## src/rtl/clkmod_pkg.sv

```systemverilog
// clkmod_pkg: FSM state type and reset divisor default shared by the clock modulator.
// CLKMOD_BURST_EN adds the BURST state.
package clkmod_pkg;

    localparam int unsigned CLKMOD_DIV_RST = 1;

    typedef enum logic [1:0] {
        ST_IDLE,
        ST_RUN,
        ST_STOP
`ifdef CLKMOD_BURST_EN
        ,
        ST_BURST
`endif
    } state_t;

endpackage

```

## src/rtl/clkmod_half_cnt.sv

```systemverilog
// clkmod_half_cnt: half-period counter with terminal-count compare against the active divisor.
module clkmod_half_cnt #(
    parameter int CNT_W = 16
) (
    input  logic             clk,
    input  logic             rst_n,
    input  logic             en,
    input  logic [CNT_W-1:0] div,
    output logic             tc
);

    logic [CNT_W-1:0] cnt;

    assign tc = en && (cnt == div - CNT_W'(1));

    // Count while enabled, wrap at terminal count, hold at zero while disabled
    always_ff @(posedge clk or negedge rst_n) begin
        if (!rst_n)
            cnt <= '0;
        else
            cnt <= (!en || tc) ? '0 : cnt + CNT_W'(1);
    end

endmodule

```

## src/rtl/clock_modulator_ctrl.sv

```systemverilog
// clock_modulator_ctrl: run-gated 50% duty clock generator with a safely applied divisor update.
// Define CLKMOD_BURST_EN to add the fixed-length burst mode and its ports.
module clock_modulator_ctrl
    import clkmod_pkg::*;
#(
    parameter int          CNT_W   = 16,
    parameter int unsigned DIV_RST = CLKMOD_DIV_RST
) (
    input  logic             clk,
    input  logic             rst_n,
    input  logic             run,
    input  logic             cfg_valid,
    input  logic [CNT_W-1:0] cfg_div,
    output logic             cfg_ready,
    output logic             out,
    output logic             tick,
    output logic             busy
`ifdef CLKMOD_BURST_EN
    ,
    input  logic             burst_start,
    input  logic [7:0]       burst_len,
    output logic             burst_done
`endif
);

    state_t           state;
    logic [CNT_W-1:0] div_act;
    logic [CNT_W-1:0] pend_div;
    logic [CNT_W-1:0] cfg_eff;
    logic [CNT_W-1:0] upd_div;
    logic             pend_valid;
    logic             tc;
    logic             acc;
    logic             upd;
    logic             period_end;
`ifdef CLKMOD_BURST_EN
    logic [7:0]       rem;
`endif

    assign busy       = (state != ST_IDLE);
    assign cfg_ready  = !pend_valid;
    assign acc        = cfg_valid && cfg_ready;
    assign cfg_eff    = (cfg_div == '0) ? CNT_W'(1) : cfg_div;
    // A full period ends at the terminal count of the low half
    assign period_end = tc && !out;
    assign upd        = pend_valid || acc;
    assign upd_div    = pend_valid ? pend_div : cfg_eff;

    clkmod_half_cnt #(.CNT_W(CNT_W)) u_half_cnt (
        .clk   (clk),
        .rst_n (rst_n),
        .en    (busy),
        .div   (div_act),
        .tc    (tc)
    );

    // Divisor updates land directly while idle or at a period boundary, otherwise wait in the pending slot
    always_ff @(posedge clk or negedge rst_n) begin
        if (!rst_n) begin
            div_act    <= CNT_W'(DIV_RST);
            pend_div   <= '0;
            pend_valid <= 1'b0;
        end else if (!busy || period_end) begin
            if (upd)
                div_act <= upd_div;
            pend_valid <= 1'b0;
        end else if (acc) begin
            pend_div   <= cfg_eff;
            pend_valid <= 1'b1;
        end
    end

    // Mode FSM driving the registered clock output and its rising-edge tick
    always_ff @(posedge clk or negedge rst_n) begin
        if (!rst_n) begin
            state <= ST_IDLE;
            out   <= 1'b0;
            tick  <= 1'b0;
`ifdef CLKMOD_BURST_EN
            rem        <= 8'd0;
            burst_done <= 1'b0;
`endif
        end else begin
            tick <= 1'b0;
`ifdef CLKMOD_BURST_EN
            burst_done <= 1'b0;
`endif
            case (state)
                ST_IDLE: begin
`ifdef CLKMOD_BURST_EN
                    if (burst_start) begin
                        state <= ST_BURST;
                        rem   <= (burst_len == 8'd0) ? 8'd1 : burst_len;
                        out   <= 1'b1;
                        tick  <= 1'b1;
                    end else
`endif
                    if (run) begin
                        state <= ST_RUN;
                        out   <= 1'b1;
                        tick  <= 1'b1;
                    end
                end
                ST_RUN, ST_STOP: begin
                    if (period_end) begin
                        state <= run ? ST_RUN : ST_IDLE;
                        out   <= run;
                        tick  <= run;
                    end else begin
                        state <= run ? ST_RUN : ST_STOP;
                        if (tc)
                            out <= 1'b0;
                    end
                end
`ifdef CLKMOD_BURST_EN
                ST_BURST: begin
                    if (period_end) begin
                        if (rem == 8'd1) begin
                            state      <= ST_IDLE;
                            burst_done <= 1'b1;
                        end else begin
                            rem  <= rem - 8'd1;
                            out  <= 1'b1;
                            tick <= 1'b1;
                        end
                    end else if (tc) begin
                        out <= 1'b0;
                    end
                end
`endif
                default: begin
                    state <= ST_IDLE;
                    out   <= 1'b0;
                end
            endcase
        end
    end

endmodule
```

## config.mk

```make
export PLATFORM = sky130hd
export DESIGN_NAME = clock_modulator_ctrl
export DESIGN_NICKNAME = d
export VERILOG_FILES = /design/src/rtl/clkmod_pkg.sv /design/src/rtl/clkmod_half_cnt.sv /design/src/rtl/clock_modulator_ctrl.sv
export SDC_FILE = /design/constraint.sdc
export NUM_CORES = 1
export LEC_CHECK = 0
export ABC_AREA = 1
export CORE_MARGIN = 8
export CORE_UTILIZATION = 45
export DETAILED_ROUTE_END_ITERATION = 16
export HOLD_SLACK_MARGIN = 0.1
export MAX_ROUTING_LAYER = met4
export PLACE_DENSITY = 0.7
export SYNTH_ARGS = -nofsm -noshare
export SYNTH_HDL_FRONTEND = slang
export SYNTH_SLANG_ARGS = --single-unit
```

## constraint.sdc

```tcl
create_clock -name clk -period 2.5 [get_ports clk]
set_input_delay 0.5 -clock clk [delete_from_list [all_inputs] [get_ports clk]]
set_output_delay 0.5 -clock clk [all_outputs]
set_load 0.05 [all_outputs]
```

Word level (Yosys, flattened, before mapping)

Index checks and enable logic that the tools add are counted.

Add/sub/neg operators: 2
Equality and inequality tests: 5
Multiplexer cells: 17
Bitwise operators: 1
Reduce and logical (&&, ||, !) cells: 17

Operators by type and width:

| cell                    | number |
|---|---|
| $mux W16                | 3 |
| $add A16 B1 Y16 const B | 1 |
| $eq A16 B16 Y1          | 1 |
| $logic_not A16 Y1       | 1 |
| $sub A16 B1 Y16 const B | 1 |
| $mux W1                 | 8 |
| $mux W2                 | 3 |
| $reduce_and A2 Y1       | 3 |
| $pmux W1 S2             | 2 |
| $pmux W2 S2             | 1 |
| $reduce_bool A2 Y1      | 2 |
| $logic_and A1 B1 Y1     | 3 |
| $logic_not A1 Y1        | 3 |
| $logic_or A1 B1 Y1      | 3 |
| $ne A3 B3 Y1 const B    | 1 |
| $eq A2 B1 Y1 const B    | 1 |
| $eq A2 B2 Y1 const B    | 1 |
| $logic_not A2 Y1        | 1 |
| $ne A2 B2 Y1 const B    | 1 |
| $reduce_or A2 Y1        | 1 |
| $not A1 Y1              | 1 |

Flip-flop bits (word level): 53
Input port bits: 20
Output and inout bits: 4
Word-level logic and storage cells: 49

Longest topological paths before layout

Word-level depth: 7
Gate-level depth with buffers: 17

Cells and area by module

Synthesis repeated with hierarchy kept, for this count alone.

Cell total of the unflattened synthesis: 426
Area total of the unflattened synthesis: 3266.9 um2

By module, submodules not included:

| module               | instances | cells each | area an instance (um2) |
|---|---|---|---|
| clock_modulator_ctrl | 1         | 206        | 1760.4 |
| clkmod_half_cnt      | 1         | 220        | 1506.4 |

Worst setup path before layout

Ideal clock, no wire load.

Path kind: register -> register
Start point: reg div_act[0]
End point: reg div_act[6]
Setup time: 0.117 ns
Arrival: 2.067 ns
Path slack: 0.316 ns
Cell stages (with the launch flop): 18
Buffers on the path: 1
Cell sequence: dfstp_2 > inv_1 > ha_1 > nand2_1 > nor2_2 > nand2_1 > nand2_1 > nand3_1 > nand2_1 > nor2_1 > nand2_1 > nor2_1 > nand2_1 > o21bai_4 > nand2_4 > buf_6 > nand2_1 > nand2_1

Word-level cells in the longest chain between the ends: 6

Ends and longest elaborated chain:

| item                        | line                       | RTL |
|---|---|---|
| start: declaration          | clock_modulator_ctrl.sv:27 | `logic [CNT_W-1:0] div_act;` |
| start signal: assignment    | clock_modulator_ctrl.sv:60 | `div_act <= CNT_W'(DIV_RST);` |
| start signal: assignment    | clock_modulator_ctrl.sv:65 | `div_act <= upd_div;` |
| $sub A16 B1 Y16             | clkmod_half_cnt.sv:14      | `assign tc = en && (cnt == div - CNT_W'(1));` |
| $eq A16 B16 Y1              | clkmod_half_cnt.sv:14      |  |
| $logic_and A1 B1 Y1         | clkmod_half_cnt.sv:14      |  |
| $logic_and A1 B1 Y1         | clock_modulator_ctrl.sv:45 | `assign period_end = tc && !out;` |
| $logic_or A1 B1 Y1          | clock_modulator_ctrl.sv:63 | `end else if (!busy \|\| period_end) begin` |
| $reduce_and A2 Y1 (no line) | -                          |  |

No other way between the ends.
A chain may end at the register's enable or synchronous reset.

Worst setup path after layout

Start point: reg div_act[0]
End point: reg div_act[3]

Same word-level chain as after synthesis.

==> out/qor.yml <==
status: "complete, no violations"
worst_slew_pin_slew_ns: 0.513
relSlewSlack_pct: 65.7
slew_viol_final: 0
critPathArrivalTime_ns: 2.60
criticalPathCategory: "flop to flop"
synth_warnings: 0
holdWs_ns: 0.130
fin_skew_ns: 0.00624
endpoint_kind: "flop"
multi_input_area_um2: 1860
synth-seq-cells: 53
finalNetCount: 559
r2r-end: "div_act[3]"
p_leak_nw: 2.05
final_common_cell: "nand2_1"
setup.worst_path.start: "div_act[0]"
grt-ovfl-total: 0
final_layout_size_suffix_gt1_share_pct: 10.8
r2r_setup_slack_ns: 0.17
yosysSeqAreaShare_pct: 39.0
final_hold_viol_count: 0
final_cell_mix: "nand2_1, inv_1, dfrtp_1"
num_io_pins: 24
grtUsageTotal_pct: 16.2
post_drt_via_cell_ratio: 5.03
pre_cts_slack_ns: 0.0683
grt_pass1_wl_mm: 13.4
rsz0062_at_grt: "false"
fin_crit_ns: 2.33
synth_nets: 527
die_x_um: 103
grt_util_met1_pct: 20.1
gp_congestion: 0.914
drv_cap: 0
power.density_nw_per_um2: 1180
areaGrowthSynthToFinish_pct: 17.0
use_met2_pct: 26.3
diodes: 0
clk_latency_ns: 0.32
dp.final_hpwl_mm: 6.02
busiest_layer: "met2"
final.setup.worst_slack_ns: 0.168
antenna_found_initial: 0
numClockSinks: 53
drc: 0
worst_setup_path_start_kind: "flop"
rows: 31
n_fill_cell: 759
firstDrtPassIters: 5
core_area_um2: 7290
fin_crit_sh_pct: 93.3
synthesis.area_um2: 3400
ir_drop_v: 0.000735
max_freq_mhz: 429
numPortBuffers: 23
start_util_pct: 46.7
syn_avg_cell_area_um2: 6.76
antenna_left: 0
grt_start_max_net_pins: 32
wl_mm: 8.02
hold_path.class: "input pin to asynchronous set/reset pin"
worstPathRequired_ns: 2.76
num_vias: 3194
grt_pass1_vias: 2985
clk_transition_reported_paths_ns: 0.10
numCtsBuffers: 5
yosysUniqueCellTypes: 33
syn_inst: 503
use_met3_pct: 3.11
timing.rr.start: "div_act[0]"
first_iter_violations: 144
crit_fanout: 6
root_buffer: "clkbuf_8"
chipHeight_um: 103
finalPower_mw: 4.69
wl_per_cell_um: 12.6
die-area_um2: 10600
clockBufferDepth: 2
reg2regPathDepth: 13
setup_viol: 0
fin_setup_tns_ns: 0
regArea_um2: 1330
htreeDepth: 2
utilization_pct: 54.6
cts_tree: "built"
## Yosys cell counts
| cell | number | area (um2) |
|---|---|---|
| nand2_1 | 187 | 702 |
| inv_1 | 57 | 214 |
| nand3_1 | 55 | 275 |
| dfrtp_1 | 52 | 1300 |
| nor2_1 | 46 | 173 |
| o21ai_0 | 20 | 100 |
| nor3_1 | 10 | 50.1 |
| a21oi_1 | 8 | 40.0 |
| xor2_1 | 8 | 70.1 |
| nand4_1 | 6 | 37.5 |
| nor2_2 | 6 | 37.5 |
| nor3b_1 | 6 | 45.0 |
| clkbuf_1 | 5 | 18.8 |
| ha_1 | 4 | 50.1 |
| nand2_2 | 4 | 25.0 |
| nand3b_1 | 4 | 30.0 |
| xnor2_1 | 4 | 35.0 |
| buf_2 | 2 | 10.0 |
| buf_4 | 2 | 15.0 |
| buf_6 | 2 | 22.5 |
| inv_2 | 2 | 7.51 |
| nor2_4 | 2 | 22.5 |
| a21oi_4 | 1 | 16.3 |
| a31oi_1 | 1 | 6.26 |
| and2_1 | 1 | 6.26 |
| dfstp_2 | 1 | 26.3 |
| nand2_4 | 1 | 11.3 |
| nand2b_1 | 1 | 6.26 |
| nand3_2 | 1 | 10.0 |
| nor4_1 | 1 | 6.26 |
| o21bai_4 | 1 | 18.8 |
| o22ai_1 | 1 | 6.26 |
| or2_2 | 1 | 6.26 |
## kinds of logic (layout without fill, tap and decap cells)
kind of cell	Yosys count	count (layout)	synth area share [%]
AOI/OAI and AO/OA	32	32	5.52
DFF	53	53	39.0
buffers and inverters	70	102	8.46
and+or+nand+nor	332	333	42.4
adders and majority gates	4	4	1.47
xor gates and xnor gates	12	12	3.09
## layout make-up
type | count | area share, %
clock inverters | 2 | 1.04
clock buffers | 6 | 2.07
flip-flops and latches | 53 | 33.4
inverters | 59 | 5.56
well taps | 99 | 3.11
repair buffers | 35 | 8.05
multi-input cells | 381 | 46.8
## worst max-delay path: stages, from the launching register on
cell and delay, ns:
dfstp_2 0.57, inv_2 0.07, ha_4 0.17, nand3_2 0.13
nor2_4 0.07, xor2_1 0.16, nor2_2 0.18, nand2_1 0.09
nor2_2 0.15, nand2_2 0.10, o21bai_4 0.28, buf_6 0.17
nand3_1 0.07, nand2_1 0.09
## what timing repair did
| item | CTS | global route |
|---|---|---|
| hold endpoints to repair | 0 | 0 |
| endpoints found under the setup margin | 0 | 51 |
| buffers inserted | 0 | 1 |
| resized for setup | 0 | 22 |
| hold buffers | 0 | 0 |
## flip-flops by register name, indices dropped and copies added (netlist names)
register,flops
pend_div,16
tick,1
u_half_cnt.cnt,16
pend_valid,1
state,2
div_act,16
out,1
## metal layers
layer	up-vias	routed length, um
li1	1648	-
met1	1453	3730
met2	80	3870
met3	13	332
met4	0	98
met5	-	0
## power breakdown
group | switching, mW | total (mW) | leakage [nW] | internal, mW
Combinational | 1.67 | 2.59 | 1.30 | 0.920
Clock | 0.319 | 0.652 | 0.0633 | 0.333
Sequential | 0.283 | 1.45 | 0.683 | 1.17
Total | 2.27 | 4.69 | 2.05 | 2.42
## worst max path at each step
| stage | end | slack (ns) | cells past startpoint |
|---|---|---|---|
| after global routing | div_act[3] | 0.005 | 16 |
| after floorplan | div_act[6] | 0.32 | 17 |
| after detailed placement | pend_div[14] | 0.07 | 16 |
| final | div_act[3] | 0.17 | 13 |
| after global placement | pend_div[3] | 0.14 | 16 |
| after CTS | pend_div[14] | 0.04 | 16 |
## through the flow
step,instances,area (um2)
after CTS,632,3880
final,635,3980
after floorplan,503,3400
after global placement,624,3760
after global routing,635,3980
after detailed placement,624,3760
(Power assumes the default switching activity.)
